===== config.mk =====
export PLATFORM = sky130hd
export DESIGN_NAME = pad_scanner
export DESIGN_NICKNAME = d
export VERILOG_FILES = /design/src/rtl/pad_scanner.sv
export SDC_FILE = /design/constraint.sdc
export NUM_CORES = 1
export LEC_CHECK = 0
export ABC_CLOCK_PERIOD_IN_PS = 2100
export BUFFER_PORTS_ARGS = -buffer_cell sky130_fd_sc_hd__buf_2
export CAP_MARGIN = 15
export CORE_UTILIZATION = 41
export CTS_CLUSTER_DIAMETER = 200
export DETAILED_ROUTE_END_ITERATION = 7
export PLACE_DENSITY = 0.61
export REMOVE_ABC_BUFFERS = 1
export SLEW_MARGIN = 40
export SYNTH_ARGS = -nofsm -noshare
export SYNTH_HDL_FRONTEND = slang
export SYNTH_SLANG_ARGS = --single-unit

===== constraint.sdc =====
create_clock -name CLK -period 2.1 [get_ports CLK]
set_clock_uncertainty 0.05 [all_clocks]
set_input_delay 0.105 -clock CLK [delete_from_list [all_inputs] [get_ports CLK]]
set_output_delay 0.105 -clock CLK [all_outputs]
set_load 0.01 [all_outputs]

===== src/rtl/pad_scanner.sv =====
// Saturn digital pad scanner for controller port 1: walks TH/TR through four selects,
// samples the data nibbles and publishes the SMPC JOY1 word. Optional macro: PAD_DEBOUNCE_EN.
module pad_scanner #(
  parameter int unsigned SETTLE_CYC = 16
) (
  input  logic        CLK,
  input  logic        RST_N,
  input  logic        CE,
  input  logic        SCAN,
  input  logic [6:0]  P1I,
  output logic [6:0]  P1O,
  output logic [6:0]  P1DDR,
  output logic [15:0] JOY,
  output logic        CONNECTED,
  output logic        BUSY,
  output logic        DONE
);

  typedef enum logic [1:0] {
    IDLE,
    PHASE,
    FINISH
  } state_t;

  localparam logic [7:0] SETTLE = 8'(SETTLE_CYC);
  localparam logic [2:0] PAD_ID = 3'b100;

  state_t      state;
  logic [1:0]  phase;
  logic [1:0]  next_phase;
  logic [7:0]  cnt;
  logic        th;
  logic        tr;
  logic [3:0]  nib0;
  logic [3:0]  nib1;
  logic [3:0]  nib2;
  logic [3:0]  nib3;
  logic [15:0] word;
  logic        unused_pins;

`ifdef PAD_DEBOUNCE_EN
  logic [15:0] cand;
`endif

  assign next_phase  = phase + 2'd1;
  assign word        = {nib2, nib1, nib0, nib3[3], 3'b111};
  assign P1O         = {th, tr, 5'b0_0000};
  assign P1DDR       = 7'h60;
  assign unused_pins = ^P1I[6:4];

  // Phase index maps to select as TH = p[0], TR = p[1]: 00, 10, 01, 11.
  always_ff @(posedge CLK or negedge RST_N) begin
    if (!RST_N) begin
      state     <= IDLE;
      phase     <= '0;
      cnt       <= '0;
      th        <= 1'b1;
      tr        <= 1'b1;
      nib0      <= '1;
      nib1      <= '1;
      nib2      <= '1;
      nib3      <= '1;
      JOY       <= '1;
      CONNECTED <= 1'b0;
      BUSY      <= 1'b0;
      DONE      <= 1'b0;
`ifdef PAD_DEBOUNCE_EN
      cand      <= '1;
`endif
    end else if (CE) begin
      DONE <= 1'b0;
      unique case (state)
        IDLE: begin
          if (SCAN) begin
            state <= PHASE;
            phase <= '0;
            th    <= 1'b0;
            tr    <= 1'b0;
            cnt   <= SETTLE;
            BUSY  <= 1'b1;
          end
        end
        PHASE: begin
          if (cnt != '0) begin
            cnt <= cnt - 8'd1;
          end else begin
            unique case (phase)
              2'd0: nib0 <= P1I[3:0];
              2'd1: nib1 <= P1I[3:0];
              2'd2: nib2 <= P1I[3:0];
              2'd3: nib3 <= P1I[3:0];
              default: ;
            endcase
            if (phase != 2'd3) begin
              phase <= next_phase;
              th    <= next_phase[0];
              tr    <= next_phase[1];
              cnt   <= SETTLE;
            end else begin
              state <= FINISH;
            end
          end
        end
        FINISH: begin
          if (nib3[2:0] == PAD_ID) begin
            CONNECTED <= 1'b1;
`ifdef PAD_DEBOUNCE_EN
            // Publish only a word seen on two consecutive valid scans.
            if (word == cand) JOY <= word;
            cand <= word;
`else
            JOY <= word;
`endif
          end else begin
            CONNECTED <= 1'b0;
            JOY       <= '1;
`ifdef PAD_DEBOUNCE_EN
            cand      <= '1;
`endif
          end
          DONE  <= 1'b1;
          BUSY  <= 1'b0;
          th    <= 1'b1;
          tr    <= 1'b1;
          state <= IDLE;
        end
        default: state <= IDLE;
      endcase
    end
  end

endmodule


After elaboration in Yosys (flattened, before gate mapping)
Cells that the tools add are included.

word-level totals
  bits in registers = 49
  input bits = 11
  logic and storage cells = 68

cells by class
  add/subtract/negate cells = 2
  equal/unequal tests = 12
  multiplexer cells = 24
  bitwise operators = 1
  reductions and logical operators = 16

operator list
  cell                                              count
  2-to-1 mux 8 bit                                  3
  AND reduction 4 bit                               6
  2-to-1 mux 16 bit                                 1
  case mux 8 bit (2 select lines)                   1
  2-to-1 mux 2 bit                                  6
  inequality test 2 bit, second input constant      5
  AND reduction 5 bit                               2
  2-to-1 mux 1 bit                                  8
  case mux 2 bit (2 select lines)                   2
  nonzero test 8 bit                                1
  subtractor 8 x 1 -> 8 bit, second input constant  1
  == test 2 bit, second input constant              3
  case mux 1 bit (3 select lines)                   2
  == test 2 x 1 -> 1 bit, second input constant     2
  logical NOT 2 bit                                 2
  nonzero test 2 bit                                2
  == test 3 bit, second input constant              1
  inequality test 3 bit, second input constant      1
  AND reduction 3 bit                               1
  nonzero test 3 bit                                1
  adder 2 x 1 -> 2 bit, second input constant       1
  case mux 1 bit (2 select lines)                   1
  AND reduction 2 bit                               1
  inverter 1 bit                                    1

Longest topological paths before layout
Gate-level depths: netlist (run 1).

  depth after elaboration = 4
  depth in mapped cells = 7
  mapped depth without buffers = 6

Worst setup path before layout (run 1)
Ideal clock, no wire load.

  kind = register -> register
  from = reg cnt[0]
  to = reg tr
  arrival = 2.048 ns
  required time = 1.968 ns
  slack = -0.081 ns
  cell stages (with the launch flop) = 7
  buffers on the path = 0
  path through = dfrtp_1 inv_1 ha_1 or3b_2 or3_4 a211o_1 mux2_4

between the ends
  word-level cells in the longest chain between the ends = 3

RTL lines
  item                                    RTL line  text
  start, declared                         31        logic [7:0] cnt;
  start signal, assigned                  85        cnt <= cnt - 8'd1;
  nonzero test 8 bit                      84        if (cnt != '0) begin
  inequality test 2 bit (no source line)  --
  AND reduction 5 bit (no source line)    --
  end signal, assigned                    97        tr <= next_phase[1];
  end, declared                           33        logic tr;

No other way between the ends.
A chain may end at the register's enable or synchronous reset.

Final worst setup path (run 1)
  from = reg cnt[2]
  to = reg tr

Same word-level chain as after synthesis.

==> metrics.md, run 1 <==
| Metric | Value |
|---|---|
| Worst path arrival time | `2.25 ns` |
| Via/cell ratio | `5.02` |
| DP Area | `2580 µm²` |
| Commonest non-fill, non-tap cells in the layout | `dfstp_2, buf_4, buf_2` |
| Fin util | `53.0%` |
| Nets | `270` |
| Post-route ant nets | `0` |
| Die H | `76.6 µm` |
| Fin crit period | `2.07 ns` |
| Clock sinks | `46` |
| Synth Flop Type | `dfstp_2` |
| DRC | `0` |
| F_max | `483 MHz` |
| Seq/Total Area, Yosys | `52.1%` |
| Seq cells post-synth | `46` |
| Antenna violations before repair | `0` |
| Row cnt | `26` |
| GP Congestion | `0.828` |
| Yosys cell types | `38` |
| Worst-skew pair later-pin latency | `0.30 ns` |
| Global Route Usage Sum | `16.1%` |
| Crit-path max FO | `3` |
| Leakage | `1.27 nW` |
| WHS | `0.0404 ns` |
| Initial Util | `43.6%` |
| Mapped cell area | `2280 µm²` |
| Hold Vio Cnt, Final | `0` |
| I/O pins | `44` |
| Antenna cell count | `0` |
| Clk buf depth | `2` |
| Placed Instances | `307` |
| Commonest non-fill, non-tap cell in the layout | `dfstp_2` |
| Critical path class | `flop to flop` |
| Final Max Slew Viols | `0` |
| Crit start category | `flop` |
| Yosys warnings | `0` |
| Post-synth EDFFs | `0` |
| DR WL/cell | `13.2 µm` |
| Total internal power | `2.48 mW` |
| Layout area overhead | `21.6%` |
| Final Cycle Share | `98.6%` |
| CTS root buf | `clkbuf_8` |
| DR pass1 iterations | `4` |
| Clock-pin transition on the worst setup and hold timing paths | `0.09 ns` |
| Synth async-reset ratio | `100%` |
| DPL Wire Length | `3.19 mm` |
| H-tree Lvls | `2` |
| Final wirelength | `4.24 mm` |
| CTS tree | `yes` |
| Switching power | `1.17 mW` |
| Clk pwr share | `18.0%` |
| Logic pwr share | `40.3%` |
| Sw Ratio | `32.0%` |
| Core area | `5240 µm²` |
| Max cap viols | `0` |
| # port buffers | `25` |
| Final Instance Count excl. Fillers | `320` |
| DR vias | `1605` |
| First-pass GRT wire length | `7.58 mm` |
| Cell count after synthesis | `197` |
| Critical Path Sink Type | `flop` |
| Syn Area/Cell | `11.6 µm²` |
| Total power | `3.65 mW` |
| Die Width | `76.6 µm` |
| Largest net degree at the start of global routing | `20` |
| DRT iter0 DRCs | `51` |
| Setup-failing EPs final | `0` |
| Pwr Density | `1310 nW/µm²` |
| Final Cell Area | `2780 µm²` |
| Register share of total power | `41.7%` |
| Vias in the first global route | `1648` |
| Min-Delay Path Class | `input port to flop` |
| Num CTS Buffers | `5` |
| CP required | `2.28 ns` |
| Worst vdd ir | `0.607 mV` |
| Status | `completed` |
| Die footprint | `5870 µm²` |
| Grt ovf | `0` |
| Layout cells sized above 1 | `50.4%` |
## Yosys cell counts, drive strengths merged, types with 2 or more instances
master	count	area [µm²]
dfrtp	15	375
and2	3	18.8
mux2	18	206
nand2	13	48.8
nor2b	2	12.5
dfstp	31	815
nand3	6	30.0
mux2i	2	20.0
o31ai	3	22.5
o22a	14	123
or3	6	42.5
inv	10	37.5
ha	10	125
or4	6	48.8
a21oi	9	45.0
clkbuf	6	22.5
buf	17	128
nor2	3	11.3
conb	2	7.51
o21ai	6	30.0
## final cells by class
cell class	count	area (µm²)
Clock buffer	6	72.6
Clock inverter	2	37.5
Fill cell	485	2460
Inverter	10	37.5
Multi-Input combinational cell	131	1000
Sequential cell	46	1190
Tap cell	70	87.6
Timing Repair Buffer	55	353
## layer usage
metal / wire (µm) / track usage [%] / vias to the layer above
met3: 127 / 3.23 / 5
met2: 2130 / 28.0 / 36
met4: 45 / 4.62 / 0
li1: - / - / 777
met1: 1930 / 20.2 / 787
met5: 0 / 0 / -
## worst max-delay path: stages (launching register included)
cell	delay (ns)
dfrtp_1	0.39
or4_4	0.55
or3_4	0.38
a211o_1	0.33
mux2_4	0.31
## sequential cells by signal (all words and copies together), names as in the netlist
signal	count
nib3	4
nib2	4
DONE	1
state	2
cnt	8
BUSY	1
th	1
CONNECTED	1
nib1	4
tr	1
JOY	13
nib0	4
phase	2
## logic make-up after synthesis
| family | share of synthesized area [%] |
|---|---|
| other cells | 0.329 |
| buf+inv | 8.22 |
| compound gates | 12.4 |
| simple gates | 11.5 |
| fa+ha+maj | 5.48 |
| flops | 52.1 |
| mux | 9.92 |
## what timing repair did
item,4_1_cts,5_1_grt
gates cloned,0,0
hold buffers,1,0
pin swaps,1,2
endpoints found under the hold margin,8,0
resized for setup,7,7
buffers inserted,0,4
setup endpoints to repair,23,10
## power groups by stage
stage	Sequential [mW]	Clock, mW	Combinational [mW]
after detailed placement	1.54	0	1.36
after global placement	1.53	0	1.33
final	1.52	0.657	1.47
after CTS	1.52	0.683	1.40
after global routing	1.57	0.722	1.62
after floorplan	1.61	0	0.722
## final timing paths
kind	slack [ns]	start	cells after the start	to
max in group asynchronous	1.12	RST_N	3	nib1[1]
hold / removal	0.04	P1I[2]	2	nib3[2]
setup reg to reg	0.03	cnt[2]	4	tr
setup / recovery	0.03	cnt[2]	4	tr
hold reg to reg	0.43	CONNECTED	2	CONNECTED
min in group asynchronous	0.23	RST_N	2	phase[0]
## stage by stage
stage	setup WS, ns	TNS (ns)
detailed placement	-0.129	-1.88
global route	-0.0176	-0.0176
floorplan	-0.0806	-0.0806
finish	0.0301	0
global placement	-0.0732	-0.913
CTS	0.0327	0
(Power assumes the default switching activity.)
==> run 2: changes to the inputs <==
--- a/config.mk
+++ b/config.mk
@@ -9,8 +9,10 @@
 export BUFFER_PORTS_ARGS = -buffer_cell sky130_fd_sc_hd__buf_2
 export CAP_MARGIN = 15
 export CORE_UTILIZATION = 41
+export CTS_BUF_LIST = sky130_fd_sc_hd__clkbuf_8
 export CTS_CLUSTER_DIAMETER = 200
 export DETAILED_ROUTE_END_ITERATION = 7
+export GPL_TIMING_DRIVEN = 1
 export PLACE_DENSITY = 0.61
 export REMOVE_ABC_BUFFERS = 1
 export SLEW_MARGIN = 40
==> run 2 against run 1 <==
Compared with the run above:
- utilization is the same
- non-clock buffer count unchanged
- first-iteration DRC count stayed put
- power shrank 0.12%
- register-to-register slack barely moved
- critical path depth unchanged
- largest cell class unchanged
- cell count is the same
- die area unchanged
- hold slack stayed put
- largest power group unchanged
- highest routed layer unchanged
==> metrics.md, run 2 (synthesis gave the netlist of run 1 again) <==
| Metric | Value |
|---|---|
| Grt ovf | `0` |
| Leakage | `1.27 nW` |
| Reg-to-reg endpoint | `tr` |
| DPL Wire Length | `3.19 mm` |
| Largest Register | `JOY` |
| FILL cells | `485` |
| Clk buf depth | `2` |
| Crit start category | `flop` |
| Top Registers | `JOY: 13 flops, cnt: 8 flops` |
| Nets | `270` |
| Die H | `76.6 µm` |
| Min-Delay Path Class | `input port to flop` |
| Status | `completed` |
| Hold Vio Cnt, Final | `0` |
| Post-route ant nets | `0` |
| FF/Latch Area | `1190 µm²` |
| Row cnt | `26` |
| Clock sinks | `46` |
| Commonest non-fill, non-tap cell in the layout | `dfstp_2` |
| Worst path arrival time | `2.25 ns` |
| Worst Hold Path Cells | `2` |
| CTS tree | `yes` |
| GP Congestion | `0.828` |
| Commonest non-fill, non-tap cells in the layout | `dfstp_2, buf_4, buf_2` |
| Antenna violations before repair | `0` |
| Critical Path Sink Type | `flop` |
| Die footprint | `5870 µm²` |
| Worst vdd ir | `0.608 mV` |
| Max cap viols | `0` |
| Core area | `5240 µm²` |
| H-tree Lvls | `2` |
| CP Launch Point | `cnt[2]` |
| Antenna cell count | `0` |
| Clock-pin transition on the worst setup and hold timing paths | `0.09 ns` |
| Final Cycle Share | `98.6%` |
| Worst Hold Launch | `P1I[2]` |
| Critical path class | `flop to flop` |
| Total power | `3.64 mW` |
| Num CTS Buffers | `5` |
| Final Max Slew Viols | `0` |
| Crit path cell chain | `or4_4, or3_4, a211o_1, mux2_4` |
| R2R cell count | `4` |
| Initial Util | `43.6%` |
| DRT iter0 DRCs | `51` |
| Crit-path max FO | `3` |
| Fin crit period | `2.07 ns` |
| DRC | `0` |
| CTS root buf | `clkbuf_8` |
| Via/cell ratio | `5.02` |
| CP required | `2.28 ns` |
| Largest stage delay, worst path | `0.55 ns` |
| Min-Delay Endpoint | `nib3[2]` |
| Vias in the first global route | `1648` |
| Reg2reg start | `cnt[2]` |
| Pwr Density | `1310 nW/µm²` |
| First-pass GRT wire length | `7.58 mm` |
| Max reg flops | `13` |
| DR vias | `1605` |
| Global Route Usage Sum | `16.1%` |
| R2R Setup Slk | `0.03 ns` |
| # port buffers | `25` |
| F_max | `483 MHz` |
| Layout cells sized above 1 | `50.4%` |
| Slowest stage cell, crit path | `or4_4` |
| I/O pins | `44` |
| Die Width | `76.6 µm` |
| Layout area overhead | `21.6%` |
| Largest net degree at the start of global routing | `20` |
| DR pass1 iterations | `4` |
| Fin util | `53.0%` |
| Final wirelength | `4.24 mm` |
| DR WL/cell | `13.2 µm` |
| Worst-skew pair later-pin latency | `0.30 ns` |
| Setup-failing EPs final | `0` |
| Multi-input logic area | `1000 µm²` |
run 2: cell count changes in the layout (fill, tap and decap cells not counted):
cell / previous run / this run
clkbuf_1: 1 / 0
inv_1: 8 / 9
run 2: layer usage:
| layer | up-vias | global-route usage [%] | share of wire (%) |
|---|---|---|---|
| met4 | 0 | 4.62 | 1.1 |
| met3 | 5 | 3.23 | 3.0 |
| met2 | 36 | 28.0 | 50 |
| met5 | - | 0 | 0 |
| met1 | 787 | 20.2 | 46 |
| li1 | 777 | - | - |
run 2: repair_timing:
| item | CTS | global route |
|---|---|---|
| pin swaps | 1 | 2 |
| resized for setup | 7 | 7 |
| hold endpoints to repair | 8 | 0 |
| buffers inserted | 0 | 4 |
| hold buffers | 1 | 0 |
| endpoints found under the setup margin | 23 | 10 |
run 2: report_power, final:
| part | internal (mW) | switching [mW] | total, mW | leakage, nW |
|---|---|---|---|---|
| clock | 0.350 | 0.302 | 0.653 | 0.0556 |
| sequential | 1.34 | 0.176 | 1.52 | 0.512 |
| combinational | 0.779 | 0.690 | 1.47 | 0.705 |
run 2: through the flow:
step                area [µm²]  TNS (ns)  instances  hold WS, ns  worst slack, ns
global route              2780   -0.0176        320       0.0421          -0.0176
detailed placement        2580     -1.88        307       0.0236           -0.129
global placement          2580    -0.913        307      0.00444          -0.0732
floorplan                 2180   -0.0806        187       -0.241          -0.0806
finish                    2780         0        320       0.0404           0.0301
CTS                       2720         0        316       0.0360           0.0327
run 2: area by class of cell:
type | count | share of cell area, %
repair buffers | 55 | 12.7
inverters | 10 | 1.35
clock inverters | 3 | 1.49
flip-flops and latches | 46 | 42.8
well taps | 70 | 3.15
clock buffers | 5 | 2.48
multi-input cells | 131 | 36.0
run 2: how the worst max path moves through the flow:
stage and endpoint:
5_1_grt cnt[7], 3_5_place_dp nib1[0], 3_3_place_gp nib2[2], 6_report tr, 2_1_floorplan tr, 4_1_cts cnt[3]
run 2: worst max-delay path, delay by kind of cell, from the launching register on:
family / cells / cell delay, ns
compound gates: 1 / 0.33
flops: 1 / 0.39
mux: 1 / 0.31
simple gates: 2 / 0.93
